<file path="src/rtl/div4_seq.sv">
`default_nettype none
// ============================================================================
//  Module   : div4_seq
//  Purpose  : Sequential restoring divider, 8-bit dividend by 4-bit divisor.
//             Produces one quotient bit per clock, MSB first, under a
//             start/busy/done handshake. Divide-by-zero completes in one cycle
//             with saturated results and the dz flag set.
//  Revision : 1.0  initial release
// ============================================================================
module div4_seq (
    input  logic       clk,
    input  logic       reset,
    input  logic       start,
    input  logic [7:0] A,
    input  logic [3:0] B,
    output logic [7:0] Q,
    output logic [3:0] R,
    output logic       busy,
    output logic       done,
    output logic       dz,
    output logic       qovf
);

    typedef enum logic [1:0] {
        S_IDLE = 2'd0,
        S_CALC = 2'd1,
        S_DONE = 2'd2
    } state_t;

    state_t     state_q, state_d;
    logic [7:0] dvd_q,  dvd_d;    // dividend shifting out, quotient shifting in
    logic [3:0] div_q,  div_d;    // captured divisor
    logic [4:0] rem_q,  rem_d;    // partial remainder
    logic [2:0] cnt_q,  cnt_d;    // remaining quotient bits minus one
    logic [7:0] q_q,    q_d;
    logic [3:0] r_q,    r_d;
    logic       dz_q,   dz_d;
    logic       qovf_q, qovf_d;
    logic       busy_q, busy_d;
    logic       done_q, done_d;

    // Datapath for one restoring step. The partial remainder is always below
    // the divisor (<= 14), so the shifted value fits in 5 bits and the extra
    // sixth bit of the trial result is purely the borrow.
    logic [4:0] rem_shift;
    logic [5:0] trial;
    logic       qbit;
    logic [7:0] quo_next;
    logic [4:0] rem_next;

    // Next-state and datapath computation for every register.
    always_comb begin
        state_d   = state_q;
        dvd_d     = dvd_q;
        div_d     = div_q;
        rem_d     = rem_q;
        cnt_d     = cnt_q;
        q_d       = q_q;
        r_d       = r_q;
        dz_d      = dz_q;
        qovf_d    = qovf_q;

        rem_shift = {rem_q[3:0], dvd_q[7]};
        trial     = {1'b0, rem_shift} - {2'b00, div_q};
        qbit      = ~trial[5];
        quo_next  = {dvd_q[6:0], qbit};
        rem_next  = qbit ? trial[4:0] : rem_shift;

        case (state_q)
            S_IDLE: begin
                if (start) begin
                    if (B != 4'd0) begin
                        dvd_d   = A;
                        div_d   = B;
                        rem_d   = 5'd0;
                        cnt_d   = 3'd7;
                        dz_d    = 1'b0;
                        qovf_d  = 1'b0;
                        state_d = S_CALC;
                    end else begin
                        q_d     = 8'hFF;
                        r_d     = 4'hF;
                        dz_d    = 1'b1;
                        qovf_d  = 1'b1;
                        state_d = S_DONE;
                    end
                end
            end
            S_CALC: begin
                dvd_d = quo_next;
                rem_d = rem_next;
                cnt_d = cnt_q - 3'd1;
                if (cnt_q == 3'd0) begin
                    q_d     = quo_next;
                    r_d     = rem_next[3:0];
                    qovf_d  = |quo_next[7:4];
                    dz_d    = 1'b0;
                    state_d = S_DONE;
                end
            end
            S_DONE: begin
                state_d = S_IDLE;
            end
            default: begin
                state_d = S_IDLE;
            end
        endcase

        // Status outputs are registered versions of the upcoming state.
        busy_d = (state_d == S_CALC);
        done_d = (state_d == S_DONE);
    end

    // State and output registers; reset clears everything immediately.
    always_ff @(posedge clk or posedge reset) begin
        if (reset) begin
            state_q <= S_IDLE;
            dvd_q   <= 8'd0;
            div_q   <= 4'd0;
            rem_q   <= 5'd0;
            cnt_q   <= 3'd0;
            q_q     <= 8'd0;
            r_q     <= 4'd0;
            dz_q    <= 1'b0;
            qovf_q  <= 1'b0;
            busy_q  <= 1'b0;
            done_q  <= 1'b0;
        end else begin
            state_q <= state_d;
            dvd_q   <= dvd_d;
            div_q   <= div_d;
            rem_q   <= rem_d;
            cnt_q   <= cnt_d;
            q_q     <= q_d;
            r_q     <= r_d;
            dz_q    <= dz_d;
            qovf_q  <= qovf_d;
            busy_q  <= busy_d;
            done_q  <= done_d;
        end
    end

    assign Q    = q_q;
    assign R    = r_q;
    assign dz   = dz_q;
    assign qovf = qovf_q;
    assign busy = busy_q;
    assign done = done_q;

endmodule
`default_nettype wire

</file>
<file path="config.mk">
export PLATFORM = sky130hd
export DESIGN_NAME = div4_seq
export DESIGN_NICKNAME = d
export VERILOG_FILES = /design/src/rtl/div4_seq.sv
export SDC_FILE = /design/constraint.sdc
export NUM_CORES = 1
export LEC_CHECK = 0
export CAP_MARGIN = 20
export CELL_PAD_IN_SITES_DETAIL_PLACEMENT = 1
export CELL_PAD_IN_SITES_GLOBAL_PLACEMENT = 2
export CORE_UTILIZATION = 36
export CTS_CLUSTER_SIZE = 8
export DETAILED_ROUTE_END_ITERATION = 10
export PLACE_DENSITY_LB_ADDON = 0.3
export SLEW_MARGIN = 20
export SYNTH_ARGS = -nofsm -noshare
export SYNTH_HDL_FRONTEND = slang
export SYNTH_SLANG_ARGS = --single-unit
</file>
<file path="constraint.sdc">
create_clock -name clk -period 3.5 [get_ports clk]
set_input_delay 1.05 -clock clk [delete_from_list [all_inputs] [get_ports clk]]
set_output_delay 1.05 -clock clk [all_outputs]
set_load 0.02 [all_outputs]
</file>
## After elaboration in Yosys (flattened, before gate mapping)

Index checks and enable logic that the tools add are counted.

| storage, ports and cells | value |
|---|---|
| logic and storage cells | 58 |
| bits of input ports | 15 |
| output and inout port bits | 16 |
| register bits | 37 |

| operators by class | value |
|---|---|
| reductions and logical operators | 9 |
| multiplexer cells | 28 |
| add/sub/neg operators | 2 |
| equality and inequality tests | 7 |
| bitwise operators | 1 |

Operators with widths:

| kind | number |
|---|---|
| 8-bit two-way mux | 5 |
| 8-bit case mux with 2 select lines | 2 |
| 4-bit two-way mux | 6 |
| 4-bit case mux with 2 select lines | 2 |
| 3-bit AND reduction | 3 |
| 2-bit inequality test, second input constant | 4 |
| 2-bit two-way mux | 3 |
| 3-bit two-way mux | 2 |
| 3-bit case mux with 2 select lines | 1 |
| 5-bit by 4-bit subtractor with 6-bit output | 1 |
| 2-bit by 1-bit == test with 1-bit output, second input constant | 2 |
| 1-bit two-way mux | 4 |
| 1-bit case mux with 2 select lines | 2 |
| 2-bit case mux with 2 select lines | 1 |
| 4-bit AND reduction | 1 |
| 4-bit nonzero test | 1 |
| 4-bit OR reduction | 1 |
| 3-bit zero test | 1 |
| 3-bit by 1-bit subtractor with 3-bit output, second input constant | 1 |
| 2-bit == test, second input constant | 1 |
| 2-bit zero test | 1 |
| 2-bit nonzero test | 1 |
| 1-bit inverter | 1 |

## Longest topological paths before layout

Gate-level depths: netlist of run 1.

| depth | value |
|---|---|
| depth in word-level cells | 5 |
| depth in mapped cells | 7 |

## Worst setup path after synthesis of run 1

No wires, ideal clock.

| timing | value |
|---|---|
| kind | in2reg |
| start point | input port B[0] |
| end point | register div_q[0] |
| library setup time | 125 ps |
| stages on the path | 3 |
| data arrival time | 2071 ps |
| data required time | 3375 ps |
| slack | 1304 ps |
| cell sequence | or4_4 -> nand2_2 -> mux2_2 |

| between the ends | value |
|---|---|
| word-level cells in the longest chain between the ends | 2 |

Ends and longest elaborated chain:

| item | RTL line | text |
|---|---|---|
| start, declared | 15 | `input logic [3:0] B,` |
| 4-bit nonzero test | 72 | `if (B != 4'd0) begin` |
| 3-bit AND reduction (no source line) | n/a |  |
| end signal, assigned | 131 | `div_q <= div_d;` |
| end, declared | 32 | `logic [3:0] div_q, div_d;` |

Several ways; a longest one is shown, not always the timed one.
A chain may end at the register's enable or synchronous reset.

## Worst setup path after layout of run 1

| timing | value |
|---|---|
| start point | input port B[0] |
| end point | register div_q[2] |

| between the ends | value |
|---|---|
| word-level cells in the longest chain between the ends | 2 |

Ends and longest elaborated chain:

| item | RTL line |
|---|---|
| 4-bit nonzero test | 72 |
| 3-bit AND reduction (no source line) | n/a |

Every way passes these cells.

==> impl_metrics.ini, run 1 <==
[floorplan]
dieHeight_um = 73.4
num_rows = 25
design.core.area_um2 = 4820
io_pins = 31
initial_core_util_pct = 38.1
die_area_um2 = 5390
die-width_um = 73.4

[detailed_routing]
drt_iter0_drc = 92
wire_per_inst_um = 16.9
via_per_inst = 5.31
drc = 0
drt_first_pass_iters = 4
ant_nets = 0
num_vias = 1476
finalWirelength_um = 4690

[min_path]
hp-class = flop to flop

[place]
portBuffers = 30
place_hpwl_um = 3320
placed_cell_area_um2 = 2190
place_congestion = 0.736

[global_routing]
grt_max_degree = 38
overflow = 0
grtUsageMet3_pct = 4.39
grt_util_all_layers_pct = 19.6
use_met1_pct = 25.9
grt_pass1_wl_um = 7820
use_met2_pct = 32.3
busiest_layer = met2
grt_pass1_vias = 1584
antenna_found_initial = 0

[synthesis]
async_reset_ff_share_pct = 100
netlist.area_leader.share_pct = 50.4
yosysWarnings = 0
avgSynthCellArea_um2 = 10.3
synth_common_cells = 37 x dfrtp_1, 18 x a21oi_1, 17 x nand2_1
ys_top_cells_by_area = dfrtp_1 50%, a21oi_1 4.9%, ha_1 4.1%
synth-edff-count = 0
seq_area_frac_synth_pct = 50.4
synth_area_um2 = 1840
syn-num-nets = 200
synth_cell_types = 46
synthFlopType = dfrtp_1
yosysMostFrequentCell = dfrtp_1
synth-seq-cells = 37
netlist_instances = 178
yosysTopAreaCell = dfrtp_1

[sta]
fin_worst_skew_ns = 0.00426
hold_slack_ns = 0.482
timing.final.crit_share_pct = 70.6
relSlewSlack_pct = 36.7
setup_violations = 0
tns_ns = 0
slew_violations = 0
hold_viol = 0
finalCriticalPeriod_ns = 2.47
rsz0062_at_grt = false
worstMarginPinSlew_ns = 0.950
clock.fmax_ghz = 0.405

[cts]
htreeDepth = 2
cts_root_buf = clkbuf_8
cts_tree = done
cts_buffers = 5
insertion_delay_ns = 0.29
postCtsSetupRepairBufs = 0
clock-sinks = 37
cts.clk_slew.worst_paths_ns = 0.07
cts_buffer_depth = 2
cts_resized = 0
ctsHoldBuffers = 0

[critical_path]
path_delay_family = simple AND/OR/NAND/NOR gates
critical_path_buf_inv_count = 1
max_stage_delay_ns = 0.61
critPathSlowestCell = or4_4
crit_path_cell_trace = clkdlybuf4s50_1 -> or4_4 -> nand2_2 -> mux2_2
critPathLaunchType = primary input
critPathCaptureType = flop
crit_fanout = 7
worstPathArrival_ns = 2.65
worst-setup-path-type = primary input to flop
crit_required_ns = 3.68

[layout]
multiInputGateArea_um2 = 832
post-route-util_pct = 47.3
layout-drive-gt1-share_pct = 10.9
seqCellArea_um2 = 926
diodes = 0
area_growth_pct = 24.1
fillers = 553
fin_area_um2 = 2280
nets = 232

[power_and_ir_drop]
powerDensity_nw_per_um2 = 988
vdd_drop_max_mv = 0.394
leakage_nw = 0.967

[job]
drv_cap = 0

[status]
status = finished clean
[logic make-up after synthesis]
kind of cell             Yosys count  synth area share, %
AO/OA/AOI/OAI                     51                 18.4
AND/OR/NAND/NOR                   58                 17.1
buffers and inverters             17                 4.23
adder cells (fa/ha/maj)            7                 5.18
XOR/XNOR                           1                0.477
flip-flops                        37                 50.4
multiplexers                       7                 4.16
[worst register-to-register path: stages (launching register included)]
cell	delay, ns
dfrtp_1	0.40
nand2b_1	0.76
o21ai_0	0.35
and3_1	0.29
o21ai_1	0.13
[per-layer routing]
metal	vias to the layer above	routed length [um]
met3	6	167
met2	27	2340
met5	-	0
met1	747	2140
met4	0	41
li1	696	-
[layout by cell type (no fill, tap or decap), types with 2 or more instances in the layout]
| cell type | n |
|---|---|
| dfrtp_1 | 37 |
| clkdlybuf4s50_1 | 30 |
| a21oi_1 | 18 |
| nand2_1 | 17 |
| nor2_1 | 12 |
| inv_1 | 9 |
| o21ai_0 | 8 |
| a31oi_1 | 7 |
| ha_1 | 6 |
| nand3_1 | 5 |
| clkbuf_8 | 5 |
| nor2b_1 | 4 |
| mux2_2 | 4 |
| and3_1 | 4 |
| nand4_1 | 3 |
| nor3_1 | 3 |
| o32a_1 | 3 |
| nand2b_1 | 2 |
| a211o_1 | 2 |
| mux2i_1 | 2 |
| and2_1 | 2 |
| o21ai_1 | 2 |
| clkinv_2 | 2 |
| buf_4 | 2 |
[layout make-up]
type / instances / area share [%]
clock buffers: 6 / 3.19
clock inverters: 2 / 0.440
inverters: 10 / 1.65
multi-input cells: 124 / 36.5
flip-flops and latches: 37 / 40.7
well taps: 67 / 3.68
repair buffers: 32 / 13.8
[flip-flops by register name (all words and copies together) (netlist names)]
register and cells:
Q 8, dvd_q 8, R 4, div_q 4, rem_q 4, cnt_q 3, state_q 2, busy 1
done 1, dz 1, qovf 1
[final timing paths]
check	startpoint	end	slack (ns)	depth (start not counted)
max	B[0]	div_q[2]$_DFFE_PP0P_	1.03	4
min	cnt_q[0]$_DFFE_PP0P_	cnt_q[0]$_DFFE_PP0P_	0.48	1
max reg2reg	state_q[1]$_DFF_PP0_	cnt_q[2]$_DFFE_PP0P_	1.51	4
min reg2reg	cnt_q[0]$_DFFE_PP0P_	cnt_q[0]$_DFFE_PP0P_	0.48	1
max in group asynchronous	reset	Q[7]$_DFFE_PP0P_	1.99	3
min in group asynchronous	reset	cnt_q[1]$_DFFE_PP0P_	1.17	3
[per-stage QoR]
stage / worst slack, ns / instances / power [mW]
2_1_floorplan: 1.30 / 178 / 1.56
3_3_place_gp: 0.758 / 270 / 1.90
3_5_place_dp: 0.715 / 270 / 1.97
4_1_cts: 1.02 / 278 / 2.27
5_1_grt: 0.975 / 278 / 2.44
6_report: 1.03 / 278 / 2.25
[power by group]
group	switching [mW]	leakage, nW	internal, mW
clock	0.155	0.0450	0.138
sequential	0.143	0.424	0.633
combinational	0.659	0.499	0.522
Power figures use the tool's default switching activity.
==> run 2, diff against run 1 <==
--- a/config.mk
+++ b/config.mk
@@ -8,7 +8,7 @@
 export CAP_MARGIN = 20
 export CELL_PAD_IN_SITES_DETAIL_PLACEMENT = 1
 export CELL_PAD_IN_SITES_GLOBAL_PLACEMENT = 2
-export CORE_UTILIZATION = 36
+export CORE_UTILIZATION = 30
 export CTS_CLUSTER_SIZE = 8
 export DETAILED_ROUTE_END_ITERATION = 10
 export PLACE_DENSITY_LB_ADDON = 0.3
==> constraint.sdc (replaced) <==
create_clock -name clk -period 2.1 [get_ports clk]
set_input_delay 0.63 -clock clk [delete_from_list [all_inputs] [get_ports clk]]
set_output_delay 0.63 -clock clk [all_outputs]
set_load 0.02 [all_outputs]
==> run 2 against run 1 <==
Power up 79%. Worst hold slack worse by 0.011 ns. Setup slack worse by 0.91 ns. Count of clock-buffer cells in the layout up 1. Sequential share of layout area down 2.1 points. Flip-flop and latch count unchanged. Critical endpoint is now div_q[1]$_DFFE_PP0P_. Largest power group unchanged. Highest routed layer unchanged.
==> impl_metrics.ini, run 2 (synthesis results as in run 1) <==
[status]
status = finished clean

[global_routing]
grt_util_all_layers_pct = 16.9
antenna_found_initial = 0
grt_max_degree = 38
grt_pass1_wl_um = 8220
overflow = 0
grt_pass1_vias = 1649

[sta]
fin_worst_skew_ns = 0.00901
worstMarginPinSlew_ns = 0.535
finalCriticalPeriod_ns = 1.98
setup_violations = 0
rsz0062_at_grt = false
hold_slack_ns = 0.471
clock.fmax_ghz = 0.504
relSlewSlack_pct = 64.1
hold_viol = 0
slew_violations = 0
timing.final.crit_share_pct = 94.4

[layout]
fin_area_um2 = 2400
diodes = 0
nets = 243
layout-drive-gt1-share_pct = 15.3
final_cells = 297
post-route-util_pct = 40.6
seqCellArea_um2 = 926
fillers = 652
final_common_cell = dfrtp_1
area_growth_pct = 30.9
multiInputGateArea_um2 = 832
final_cell_mix = 37 x dfrtp_1, 30 x clkdlybuf4s50_1, 18 x a21oi_1

[min_path]
hp-class = flop to flop
worstHoldPathCells = 1

[floorplan]
io_pins = 31
design.core.area_um2 = 5920
dieHeight_um = 80.2
num_rows = 28
initial_core_util_pct = 31.0
die_area_um2 = 6440
die-width_um = 80.2

[detailed_routing]
via_per_inst = 5.10
drt_iter0_drc = 76
wl_met1_um = 2270
num_vias = 1515
ant_nets = 0
drc = 0
route.met2.wl_um = 2470
finalWirelength_um = 4950
highest_layer = met4
wl_met3_um = 182
wire_per_inst_um = 16.7
drt_first_pass_iters = 4

[cts]
ctsHoldBuffers = 0
insertion_delay_ns = 0.28
postCtsSetupRepairBufs = 0
htreeDepth = 2
cts_buffers = 5
cts_resized = 0
cts_root_buf = clkbuf_8
cts_buffer_depth = 2
cts_tree = done
clock-sinks = 37
cts.clk_slew.worst_paths_ns = 0.08

[critical_path]
critPathSlowestCell = or4_4
critPathLaunchType = primary input
max_stage_delay_ns = 0.56
crit_fanout = 5
crit_required_ns = 2.27
r2r_cells = 5
worstPathArrival_ns = 2.16
critPathCaptureType = flop
crit_path_cell_trace = clkdlybuf4s50_1 -> or4_4 -> nand2_2 -> mux2_2
worst-setup-path-type = primary input to flop

[power_and_ir_drop]
power_frac_clock_pct = 15.9
seqPwrFrac_pct = 32.3
comb_power_share_pct = 51.8
leakage_nw = 1.03
design_power_total_mw = 4.03
power_switching_share_pct = 40.8
vdd_drop_max_mv = 0.569
switchingPower_mw = 1.64
powerDensity_nw_per_um2 = 1680
p_int_mw = 2.39

[place]
place_hpwl_um = 3690
placed_cell_area_um2 = 2290
portBuffers = 30
place_congestion = 0.782
dp.cells = 289

[job]
drv_cap = 0
==> run 2: worst paths after layout <==
kind,from,to,slack (ns)
max,B[2],div_q[1]$_DFFE_PP0P_,0.12
min,cnt_q[0]$_DFFE_PP0P_,cnt_q[0]$_DFFE_PP0P_,0.47
max reg2reg,rem_q[0]$_DFFE_PP0P_,dvd_q[0]$_DFFE_PP0P_,0.15
min reg2reg,cnt_q[0]$_DFFE_PP0P_,cnt_q[0]$_DFFE_PP0P_,0.47
max in group asynchronous,reset,div_q[2]$_DFFE_PP0P_,1.00
min in group asynchronous,reset,qovf$_DFFE_PP0P_,0.76
==> run 2: stage by stage <==
| stage | worst slack, ns | setup TNS, ns |
|---|---|---|
| 6_report | 0.117 | 0 |
| 5_1_grt | 0.0748 | 0 |
| 4_1_cts | 0.106 | 0 |
| 3_5_place_dp | -0.195 | -3.66 |
| 3_3_place_gp | -0.137 | -2.34 |
| 2_1_floorplan | 0.324 | 0 |
==> run 2: per-layer routing <==
metal	GRT usage (%)	vias up
li1	-	720
met2	28.0	34
met1	22.0	756
met5	0	-
met4	4.82	0
met3	3.52	5
==> run 2: power by group through the flow <==
| stage | registers [mW] | logic [mW] | clock network [mW] |
|---|---|---|---|
| 6_report | 1.30 | 2.09 | 0.641 |
| 5_1_grt | 1.36 | 2.29 | 0.684 |
| 4_1_cts | 1.31 | 2.11 | 0.657 |
| 3_5_place_dp | 1.32 | 2.10 | 0 |
| 3_3_place_gp | 1.29 | 1.98 | 0 |
| 2_1_floorplan | 1.41 | 1.20 | 0 |
==> run 2: cell type report <==
type,count,share of cell area (%)
Sequential cell,37,38.5
Multi-Input combinational cell,124,34.6
Timing Repair Buffer,43,16.6
Tap cell,75,3.90
Clock buffer,7,3.59
Inverter,10,1.56
Clock inverter,1,1.25
==> run 2: worst max-delay path, delay by kind of cell <==
kind,cells,cell delay (ns)
multiplexers,1,0.35
buffers and inverters,1,0.47
AND/OR/NAND/NOR,2,0.71
==> run 3, diff against run 2 <==
--- a/config.mk
+++ b/config.mk
@@ -5,13 +5,13 @@
 export SDC_FILE = /design/constraint.sdc
 export NUM_CORES = 1
 export LEC_CHECK = 0
-export CAP_MARGIN = 20
 export CELL_PAD_IN_SITES_DETAIL_PLACEMENT = 1
 export CELL_PAD_IN_SITES_GLOBAL_PLACEMENT = 2
 export CORE_UTILIZATION = 30
 export CTS_CLUSTER_SIZE = 8
 export DETAILED_ROUTE_END_ITERATION = 10
-export PLACE_DENSITY_LB_ADDON = 0.3
+export HOLD_SLACK_MARGIN = 0.03
+export PLACE_DENSITY = 0.72
 export SLEW_MARGIN = 20
 export SYNTH_ARGS = -nofsm -noshare
 export SYNTH_HDL_FRONTEND = slang
==> run 3 against run 2 <==
Cell area fell by 0.94%. Clock power down 22%. Final cell count increased by 0.34%. Global-route usage shrank 0.65 points. Worst hold slack improved by 0.0092 ns. Maximum frequency grew 1.7%. Via count decreased by 1.5%. Sequential share of layout area increased by 0.36 points.
==> impl_metrics.ini, run 3 (synthesis results as in run 1) <==
[status]
status = finished clean

[critical_path]
crit_fanout = 3
critPathLaunchType = primary input
critical_path_buf_inv_count = 2
r2r_slack_ns = 0.22
worst-setup-path-type = primary input to flop
path_delay_family = simple AND/OR/NAND/NOR gates
r2r-end = R[1]$_DFFE_PP0P_
crit_path_cell_trace = clkdlybuf4s50_1 -> buf_4 -> nor4_4 -> o21ai_0 -> and3_1 -> o21ai_1
worstPathArrival_ns = 2.17
critPathCaptureType = flop
crit_required_ns = 2.32
critPathSlowestCell = clkdlybuf4s50_1
max_stage_delay_ns = 0.42
r2r_cells = 6
reg2reg_from = rem_q[0]$_DFFE_PP0P_

[sta]
worstMarginPinSlew_ns = 0.496
finalCriticalPeriod_ns = 1.95
rsz0062_at_grt = false
slew_violations = 0
clock.fmax_ghz = 0.513
fin_worst_skew_ns = 0.00782
setup_violations = 0
timing.final.crit_share_pct = 92.9
relSlewSlack_pct = 66.9
hold_viol = 0
worst_slack_ns = 0.149

[layout]
final_cell_mix = 37 x dfrtp_1, 30 x clkdlybuf4s50_1, 18 x a21oi_1
diodes = 0
layout-drive-gt1-share_pct = 16.1
final_common_cell = dfrtp_1
fin_area_um2 = 2380
final_cells = 298
nets = 244
area_growth_pct = 29.7

[floorplan]
initial_core_util_pct = 31.0
die-width_um = 80.2
num_rows = 28
io_pins = 31
die_area_um2 = 6440
design.core.area_um2 = 5920
dieHeight_um = 80.2

[place]
place_hpwl_um = 3520
placed_cell_area_um2 = 2290
place_congestion = 0.750
dp_slack_ns = -0.155
dp.cells = 290
portBuffers = 30

[cts]
cts_resized = 0
insertion_delay_ns = 0.30
cts_buffers = 5
postCtsSetupRepairBufs = 0
ctsHoldBuffers = 0
cts_buffer_depth = 2
cts_tree = done
clock-sinks = 37
htreeDepth = 2
cts.clk_slew.worst_paths_ns = 0.07
cts_root_buf = clkbuf_8

[min_path]
hp-start = cnt_q[0]$_DFFE_PP0P_
hp-class = flop to flop
hold_end = cnt_q[0]$_DFFE_PP0P_
worstHoldPathCells = 1

[global_routing]
antenna_found_initial = 0
overflow = 0
grt_pass1_vias = 1573
grt_util_all_layers_pct = 16.2
grt_pass1_wl_um = 7710
grt_max_degree = 38

[detailed_routing]
drt_first_pass_iters = 4
finalWirelength_um = 4670
drt_iter0_drc = 59
ant_nets = 0
drc = 0
via_per_inst = 5.01
num_vias = 1492
wire_per_inst_um = 15.7

[power_and_ir_drop]
leakage_nw = 1.02
vdd_drop_max_mv = 0.780
powerDensity_nw_per_um2 = 1620
design_power_total_mw = 3.85

[job]
drv_cap = 0
run 3: cell types whose count changed in the layout (fill, tap and decap cells not counted), sizes merged:
cell	delta
buf	+1
bufinv	-1
clkbuf	-2
clkinv	+2
clkinvlp	+1
run 3: worst max path at each step:
stage | from | to | slack [ns] | cells after the start
2_1_floorplan | B[0] | div_q[0]$_DFFE_PP0P_ | 0.32 | 3
3_3_place_gp | B[0] | div_q[3]$_DFFE_PP0P_ | -0.12 | 4
3_5_place_dp | B[0] | R[3]$_DFFE_PP0P_ | -0.15 | 5
4_1_cts | Q[0]$_DFFE_PP0P_ | Q[0] | 0.16 | 1
5_1_grt | B[0] | R[3]$_DFFE_PP0P_ | 0.04 | 5
6_report | B[0] | cnt_q[2]$_DFFE_PP0P_ | 0.15 | 6
run 3: power by group:
part           internal [mW]  switching [mW]
Sequential              1.05           0.238
Clock                  0.229           0.270
Combinational          0.953            1.10
Total                   2.24            1.61
run 3: final cells by class:
type                            instances  area [um^2]
Clock inverter                          3         17.5
Tap cell                               75         93.8
Inverter                               10         37.5
Fill cell                             664         3540
Timing Repair Buffer                   44          405
Sequential cell                        37          926
Clock buffer                            5         68.8
Multi-Input combinational cell        124          832
run 3: through the flow:
| stage | hold WS, ns | util (%) | setup TNS [ns] |
|---|---|---|---|
| after floorplan | 0.440 | - | 0 |
| after global placement | 0.470 | 38.8 | -2.23 |
| after detailed placement | 0.479 | 38.8 | -3.03 |
| after CTS | 0.493 | 40.2 | 0 |
| after global routing | 0.518 | 40.2 | 0 |
| final | 0.480 | 40.2 | 0 |
run 3: per-layer routing:
| metal | GRT usage [%] | part of all wire [%] |
|---|---|---|
| met4 | 5.36 | 1.0 |
| met3 | 4.43 | 3.1 |
| met5 | 0 | 0 |
| met1 | 21.2 | 48 |
| met2 | 25.9 | 48 |
